### config.mk
export PLATFORM = sky130hd
export DESIGN_NAME = icetap_capture_ctrl
export DESIGN_NICKNAME = d
export VERILOG_FILES = /design/src/rtl/icetap_capture_ctrl.sv
export SDC_FILE = /design/constraint.sdc
export NUM_CORES = 1
export LEC_CHECK = 0
export ABC_AREA = 1
export BUFFER_PORTS_ARGS = -buffer_cell sky130_fd_sc_hd__buf_2
export CORE_ASPECT_RATIO = 0.75
export CORE_UTILIZATION = 50
export DETAILED_ROUTE_END_ITERATION = 8
export PLACE_DENSITY = 0.71
export SLEW_MARGIN = 0
export SYNTH_ARGS = -nofsm -noshare
export SYNTH_HDL_FRONTEND = slang
export SYNTH_SLANG_ARGS = --single-unit
### constraint.sdc
create_clock -name clk -period 3.7 [get_ports clk]
set_input_delay 0 -clock clk [delete_from_list [all_inputs] [get_ports clk]]
set_output_delay 0 -clock clk [all_outputs]
set_load 0.01 [all_outputs]
### src/rtl/icetap_capture_ctrl.sv
// icetap_capture_ctrl: sequences one icetap recording into the circular record RAM
// and publishes the start/trigger/stop addresses of the last recording for JTAG readout.
module icetap_capture_ctrl #(
    parameter int NR_SIGNALS   = 16,
    parameter int RECORD_DEPTH = 512,
    parameter int ADDR_W       = $clog2(RECORD_DEPTH)
) (
    input  logic                  clk,
    input  logic                  reset,
    input  logic                  cmd_start,
    input  logic                  cmd_abort,
    input  logic [ADDR_W-1:0]     pretrig_depth,
    input  logic [NR_SIGNALS-1:0] signals_in,
    input  logic                  store,
    input  logic                  trigger,
    output logic                  ram_wr_ena,
    output logic [ADDR_W-1:0]     ram_wr_addr,
    output logic [NR_SIGNALS-1:0] ram_wr_data,
    output logic [1:0]            status_state,
    output logic                  status_idle,
    output logic                  status_triggered,
    output logic [ADDR_W-1:0]     status_start_addr,
    output logic [ADDR_W-1:0]     status_trigger_addr,
    output logic [ADDR_W-1:0]     status_stop_addr,
    output logic                  done
);

    typedef enum logic [1:0] {
        ST_IDLE      = 2'd0,
        ST_PRE_TRIG  = 2'd1,
        ST_WAIT_TRIG = 2'd2,
        ST_POST_TRIG = 2'd3
    } state_t;

    localparam logic [ADDR_W-1:0] LAST_ADDR = ADDR_W'(RECORD_DEPTH - 1);
    localparam logic [ADDR_W-1:0] ONE       = ADDR_W'(1);

    state_t                r_state, w_state;
    logic [ADDR_W-1:0]     r_wr_ptr, w_wr_ptr;
    logic [ADDR_W-1:0]     r_cnt, w_cnt;
    logic [ADDR_W-1:0]     r_post, w_post;
    logic [ADDR_W-1:0]     r_pretrig, w_pretrig;
    logic [ADDR_W-1:0]     r_trig_addr, w_trig_addr;
    logic [ADDR_W-1:0]     r_start_addr, w_start_addr;
    logic [ADDR_W-1:0]     r_trigger_addr, w_trigger_addr;
    logic [ADDR_W-1:0]     r_stop_addr, w_stop_addr;
    logic [ADDR_W-1:0]     r_wr_addr, w_wr_addr;
    logic                  r_wrapped, w_wrapped;
    logic                  r_triggered, w_triggered;
    logic                  r_done, w_done;
    logic                  r_wr_ena, w_wr_ena;
    logic                  r_idle;
    logic [NR_SIGNALS-1:0] r_wr_data;
    logic                  w_write;
    logic                  w_complete;

    // r_trig_addr is the private trigger position; the published copy only moves at the end
    always_comb begin
        w_state        = r_state;
        w_wr_ptr       = r_wr_ptr;
        w_cnt          = r_cnt;
        w_post         = r_post;
        w_pretrig      = r_pretrig;
        w_trig_addr    = r_trig_addr;
        w_start_addr   = r_start_addr;
        w_trigger_addr = r_trigger_addr;
        w_stop_addr    = r_stop_addr;
        w_wr_addr      = r_wr_addr;
        w_wrapped      = r_wrapped;
        w_triggered    = r_triggered;
        w_done         = 1'b0;
        w_wr_ena       = 1'b0;
        w_write        = 1'b0;
        w_complete     = 1'b0;

        if (r_state != ST_IDLE && cmd_abort) begin
            w_state = ST_IDLE;
            w_done  = 1'b1;
            if (!r_wrapped && r_wr_ptr == '0) begin
                w_stop_addr    = '0;
                w_start_addr   = '0;
                w_trigger_addr = '0;
            end else begin
                w_stop_addr    = r_wr_ptr - ONE;
                w_start_addr   = r_wrapped ? r_wr_ptr : '0;
                w_trigger_addr = r_triggered ? r_trig_addr : (r_wr_ptr - ONE);
            end
        end else begin
            case (r_state)
                ST_IDLE: begin
                    if (cmd_start) begin
                        w_wr_ptr    = '0;
                        w_cnt       = '0;
                        w_wrapped   = 1'b0;
                        w_triggered = 1'b0;
                        w_pretrig   = pretrig_depth;
                        w_state     = (pretrig_depth == '0) ? ST_WAIT_TRIG : ST_PRE_TRIG;
                    end
                end
                ST_PRE_TRIG: begin
                    if (store) begin
                        w_write = 1'b1;
                        w_cnt   = r_cnt + ONE;
                        if (r_cnt + ONE == r_pretrig) begin
                            w_state = ST_WAIT_TRIG;
                        end
                    end
                end
                ST_WAIT_TRIG: begin
                    if (trigger) begin
                        w_write     = 1'b1;
                        w_trig_addr = r_wr_ptr;
                        w_triggered = 1'b1;
                        w_post      = LAST_ADDR - r_pretrig;
                        if (LAST_ADDR - r_pretrig == '0) begin
                            w_complete = 1'b1;
                        end else begin
                            w_state = ST_POST_TRIG;
                        end
                    end else if (store) begin
                        w_write = 1'b1;
                    end
                end
                ST_POST_TRIG: begin
                    if (store) begin
                        w_write = 1'b1;
                        w_post  = r_post - ONE;
                        if (r_post == ONE) begin
                            w_complete = 1'b1;
                        end
                    end
                end
            endcase
        end

        if (w_write) begin
            w_wr_ena  = 1'b1;
            w_wr_addr = r_wr_ptr;
            w_wr_ptr  = r_wr_ptr + ONE;
            if (r_wr_ptr == LAST_ADDR) begin
                w_wrapped = 1'b1;
            end
        end

        // The completing write is the newest sample, so the oldest one sits right after it
        if (w_complete) begin
            w_state        = ST_IDLE;
            w_done         = 1'b1;
            w_stop_addr    = r_wr_ptr;
            w_start_addr   = r_wr_ptr + ONE;
            w_trigger_addr = w_trig_addr;
        end
    end

    always_ff @(posedge clk or posedge reset) begin
        if (reset) begin
            r_state        <= ST_IDLE;
            r_wr_ptr       <= '0;
            r_cnt          <= '0;
            r_post         <= '0;
            r_pretrig      <= '0;
            r_trig_addr    <= '0;
            r_start_addr   <= '0;
            r_trigger_addr <= '0;
            r_stop_addr    <= '0;
            r_wr_addr      <= '0;
            r_wrapped      <= 1'b0;
            r_triggered    <= 1'b0;
            r_done         <= 1'b0;
            r_wr_ena       <= 1'b0;
            r_idle         <= 1'b1;
            r_wr_data      <= '0;
        end else begin
            r_state        <= w_state;
            r_wr_ptr       <= w_wr_ptr;
            r_cnt          <= w_cnt;
            r_post         <= w_post;
            r_pretrig      <= w_pretrig;
            r_trig_addr    <= w_trig_addr;
            r_start_addr   <= w_start_addr;
            r_trigger_addr <= w_trigger_addr;
            r_stop_addr    <= w_stop_addr;
            r_wr_addr      <= w_wr_addr;
            r_wrapped      <= w_wrapped;
            r_triggered    <= w_triggered;
            r_done         <= w_done;
            r_wr_ena       <= w_wr_ena;
            r_idle         <= (w_state == ST_IDLE);
            r_wr_data      <= signals_in;
        end
    end

    assign ram_wr_ena          = r_wr_ena;
    assign ram_wr_addr         = r_wr_addr;
    assign ram_wr_data         = r_wr_data;
    assign status_state        = r_state;
    assign status_idle         = r_idle;
    assign status_triggered    = r_triggered;
    assign status_start_addr   = r_start_addr;
    assign status_trigger_addr = r_trigger_addr;
    assign status_stop_addr    = r_stop_addr;
    assign done                = r_done;

endmodule

Word-level counts from Yosys, hierarchy flattened
Cells that the tools add are included.
- register bits after elaboration: 104
- output and inout bits: 58
- logic and storage cells: 107
- add/sub/neg operators: 5
- equal/unequal tests: 11
- muxes and demuxes: 53
- bitwise logic cells: 1
- reduce and logical (&&, ||, !) cells: 21
- operator list (cell ; count):
    $mux 9 ; 21
    $pmux 9 s2 ; 2
    $logic_not 9->1 ; 3
    $add 9x1->9 const B ; 2
    $mux 1 ; 18
    $sub 9x1->9 const B ; 2
    $mux 2 ; 8
    $reduce_bool 2->1 ; 7
    $reduce_and 4->1 ; 3
    $ne 2x2->1 const B ; 5
    $eq 9x1->1 const B ; 1
    $eq 9x9->1 ; 1
    $eq 9x9->1 const B ; 1
    $sub 9x9->9 const A ; 1
    $pmux 1 s2 ; 3
    $pmux 2 s3 ; 1
    $reduce_and 3->1 ; 2
    $eq 2x2->1 const B ; 2
    $logic_not 2->1 ; 2
    $eq 2x1->1 const B ; 1
    $logic_and 1x1->1 ; 2
    $reduce_or 2->1 ; 1
    $logic_not 1->1 ; 1
    $not 1->1 ; 1

Logic depth before layout (Yosys ltp)
- word-level depth: 8
- mapped depth: 13

Worst setup path after synthesis
Ideal clock, no wire load.
- path type: register -> register
- start: reg r_wr_ptr[0]
- end: reg r_trigger_addr[7], in the netlist status_trigger_addr[7]
- data arrival time: 1.535 ns
- setup slack: 2.049 ns
- cell stages (with the launch flop): 10
- path buffers: 0
- period minus slack after synthesis: 1.651 ns
- cells stage by stage: dfrtp_1 > inv_1 > ha_1 > nand3_2 > nor2_1 > nand3_2 > inv_2 > nor2_2 > a21oi_2 > nor2_1
- word-level cells in the longest chain between the ends: 5
- elaborated cells between the ends (all ways): 7
- ends and longest elaborated chain (item ; RTL line ; RTL):
    start: declaration ; 39 ; logic [ADDR_W-1:0] r_wr_ptr, w_wr_ptr;
    start signal: assignment ; 175 ; r_wr_ptr <= w_wr_ptr;
    $sub 9x1->9 or $logic_not 9->1 (tied branches) ; 86, 79 ;
    $mux 9 or $logic_and 1x1->1 (tied branches) ; 86, 79 ;
    $mux 9 * ; 79 ; if (!r_wrapped && r_wr_ptr == '0) begin
    $mux 9 * ; 76 ; if (r_state != ST_IDLE && cmd_abort) begin
    $mux 9 * ; 146 ; if (w_complete) begin
    end signal: assignment ; 181 ; r_trigger_addr <= w_trigger_addr;
    end: declaration ; 45 ; logic [ADDR_W-1:0] r_trigger_addr, w_trigger_addr;
Every way passes the cells marked *; elsewhere a longest branch is shown, timed or not. The select of a mux whose other input is x is not followed.
A chain may end at the register's enable or synchronous reset.

Worst setup path in the final report
- start: reg r_state[0], in the netlist status_state[0]
- end: reg r_wr_ptr[2]
- word-level cells in the longest chain between the ends: 6
- elaborated cells between the ends (all ways): 14
- ends and longest elaborated chain (item ; RTL line ; RTL):
    start: declaration ; 38 ; state_t r_state, w_state;
    start signal: assignment ; 174 ; r_state <= w_state;
    $eq 2x2->1 or $eq 2x1->1 (tied branches) ; 89 ; case (r_state)
    $reduce_or 2->1 (no source line) ; n/a ;
    $pmux 1 s2 ; 89 ;
    $mux 1 ; 76 ;
    $ne 2x2->1 (no source line) or $reduce_bool 2->1 (tied branches) ; n/a ;
    $reduce_and 3->1 (no source line) ; n/a ;
Parallel ways exist; a longest one is shown, timed or not.

==> out/qor.csv <==
stage,metric,value,unit
global_routing,overflow,0,
place,port_buffers,88,
synth,syn_nets,667,
flow_run,maxCapViolCount,0,
route,wl,14.1,mm
timing,period_share,60.2,%
die,initial_core_util,51.4,%
timing,rsz0062_at_grt,no,
finish,nNetsFinal,774,
clocking,clkTransAtPathRegs,0.07,ns
route,num_vias,4840,
finish,area_growth,19.4,%
synth,synth_cell_types,45,
place,place_hpwl,9.72,mm
timing,fin_crit,2.23,ns
setup_path,cp.arrival,2.48,ns
clocking,clock_sinks,104,
timing,worstMarginPinSlew,0.943,ns
global_routing,grt_pass1_wl,23.5,mm
synth,async_reset_ff_share,100,%
timing,max_freq,449,MHz
clocking,cts_tree,built,
clocking,cts-root-buf,clkbuf_16,
clocking,cts_buffers,9,
timing,fin_worst_skew,0.00820,ns
setup_path,worstSetupStartpointType,flop,
pwr,leakage,3.14,nW
die,die_width,121,µm
setup_path,reg2reg_from,status_state[0]$_DFF_PP0_,
route,drt-initial-drc-count,379,
clocking,postCtsResizedCells,0,
setup_path,timing.setup.critical_path_class,reg2reg,
timing,worst_slack,1.47,ns
synth,synth_edf_count,0,
clocking,clock_path_buffers,2,
route,remaining_drc_errors,0,
die,die_area,0.0110,mm²
die,rows,32,
timing,setup_viol,0,
timing,finalHoldViolCount,0,
timing,finalHoldWorstSlack,0.0603,ns
timing,slew_viol_final,0,
min_path,worstHoldPathCells,3,
timing,relSlewSlack,37.2,%
route,vias_per_cell,5.51,
clocking,htreeDepth,3,
finish,antennaDiodeCount,0,
synth,syn_inst,630,
route,drtPass1Iterations,5,
min_path,holdCritStartpoint,cmd_start,
die,die_y,90.9,µm
synth,synth_warnings,0,
synth,netlist_area,0.00527,mm²
finish,drive_gt1_share,20.4,%
global_routing,grt_start_max_net_pins,79,
route,ant_nets,0,
die,design.core.area,0.0102,mm²
global_routing,antenna_found_initial,0,
place,dp_slack,1.53,ns
synth,avgSynthCellArea,8.37,µm²
setup_path,end_kind,flop,
clocking,clock_latency,0.35,ns
global_routing,track_usage,27.6,%
setup_path,required,3.96,ns
route,wl_per_cell,16.1,µm
die,ioPinCount,89,
timing,setup-tns-final,0,ns
synth,synth_seq_area_share,49.4,%
outcome,run_status,finished clean,
synth,ys_ff_latch,104,
pwr,peakVddDrop,0.358,mV
synth,synth_top_flop_cell,dfrtp_1,
global_routing,grt_pass1_vias,4757,
setup_path,crit_path_max_fanout,24,
setup_path,setup.worst_path.start,status_state[0]$_DFF_PP0_,
pwr,power_density,711,mW/mm²
min_path,hp-class,in2reg,
place,place_congestion,0.900,
setup_path,rr_worst_depth,6,
==> timing repair <==
| item | CTS | global route |
|---|---|---|
| buffers inserted | 0 | 0 |
| hold buffers | 26 | 0 |
| hold endpoints to repair | 101 | 0 |
==> critical path: stages, from the launching register on <==
cell and delay (ns):
dfrtp_1 0.52, nor2_2 0.11, nor2_1 0.25, inv_1 0.07, nand2_1 0.52, nand2_1 0.38, o21ai_0 0.28
==> cells in the mapped netlist (3+ instances only) <==
cell / count / area (µm²)
ha_1: 6 / 75.1
buf_2: 7 / 35.0
a21oi_1: 15 / 75.1
o22ai_1: 14 / 87.6
nand3_1: 43 / 215
o211ai_1: 8 / 60.1
inv_1: 75 / 282
a21oi_2: 4 / 35.0
o21ai_2: 4 / 35.0
a31oi_1: 5 / 31.3
nand3_2: 3 / 30.0
nand4_1: 5 / 31.3
o21ai_1: 5 / 25.0
nor2_1: 37 / 139
dfrtp_1: 103 / 2580
nand2_1: 160 / 601
nor2_2: 5 / 31.3
inv_2: 9 / 33.8
clkbuf_1: 5 / 18.8
buf_6: 6 / 67.6
xor2_1: 11 / 96.3
nand2_2: 3 / 18.8
nor3_1: 5 / 25.0
o2111ai_1: 3 / 26.3
o21ai_0: 62 / 310
==> layout make-up <==
class	count	area [µm²]
Clock inverter	7	56.3
Timing Repair Buffer	115	708
Inverter	85	329
Multi-Input combinational cell	422	2200
Sequential cell	104	2600
Clock buffer	9	225
Fill cell	898	3960
Tap cell	136	170
==> registers in the layout, indices dropped and copies added (netlist names) <==
signal / count
ram_wr_data: 16
r_cnt: 9
r_post: 9
r_pretrig: 9
r_trig_addr: 9
r_wr_ptr: 9
ram_wr_addr: 9
status_start_addr: 9
status_stop_addr: 9
status_trigger_addr: 9
status_state: 2
done: 1
r_wrapped: 1
ram_wr_ena: 1
status_idle: 1
status_triggered: 1
==> cells in the final DEF, fill, tap and decap left out, types with 3 or more instances in the layout <==
master         Yosys  layout
a21oi_1           15      15
a21oi_2            4       4
a31oi_1            5       5
buf_2              7      88
clkbuf_16          0       9
clkinv_4           0       3
dfrtp_1          103     103
dlygate4sd3_1      0      26
ha_1               6       6
inv_1             75      74
inv_2              9       9
nand2_1          160     160
nand2_2            3       3
nand3_1           43      43
nand3_2            3       3
nand4_1            5       5
nor2_1            37      37
nor2_2             5       5
nor3_1             5       5
o2111ai_1          3       3
o211ai_1           8       8
o21ai_0           62      62
o21ai_1            5       5
o21ai_2            4       4
o22ai_1           14      14
xor2_1            11      11
==> power by group <==
| group | leakage [nW] | internal (W) | switching, W |
|---|---|---|---|
| clock | 0.136 | 0.000464 | 0.000453 |
| combinational | 1.70 | 0.000632 | 0.00116 |
| sequential | 1.30 | 0.00148 | 0.000277 |
| total | 3.14 | 0.00258 | 0.00189 |
==> through the flow <==
| step | util (%) | total power, W | std cells | area [µm²] |
|---|---|---|---|---|
| after CTS | 61.4 | 0.00446 | 878 | 6290 |
| final | 61.4 | 0.00448 | 878 | 6290 |
| after global placement | 56.1 | 0.00348 | 836 | 5750 |
| after floorplan | - | 0.00300 | 630 | 5270 |
| after detailed placement | 56.1 | 0.00352 | 836 | 5750 |
| after global routing | 61.4 | 0.00480 | 878 | 6290 |
==> kinds of logic after synthesis <==
family                   after synthesis  synth area share, %
buffers and inverters                104                 8.88
AND/OR/NAND/NOR                      275                 23.5
AO/OA/AOI/OAI                        129                 14.7
multiplexers                           1                0.190
flip-flops                           104                 49.4
XOR/XNOR                              11                 1.83
adder cells (fa/ha/maj)                6                 1.42
==> routing by layer <==
metal / vias to the layer above / part of all wire [%] / GRT usage, %
li1: 2277 / - / -
met1: 2288 / 47 / 40.3
met2: 253 / 42 / 39.6
met3: 22 / 9.7 / 8.14
met4: 0 / 1.6 / 8.02
met5: - / 0 / 0
==> path summary, 6_finish.rpt <==
kind	slack [ns]	to
worst max-delay path	1.47	r_wr_ptr[2]$_DFFE_PP0P_
worst min-delay path	0.06	r_pretrig[8]$_DFFE_PP0P_
worst max register to register	1.47	r_wr_ptr[2]$_DFFE_PP0P_
worst min register to register	0.48	status_stop_addr[8]$_DFFE_PP0P_
max in group asynchronous	2.32	done$_DFF_PP0_
min in group asynchronous	0.43	ram_wr_data[15]$_DFF_PP0_
No activity file was read; power rests on OpenSTA's default activity.
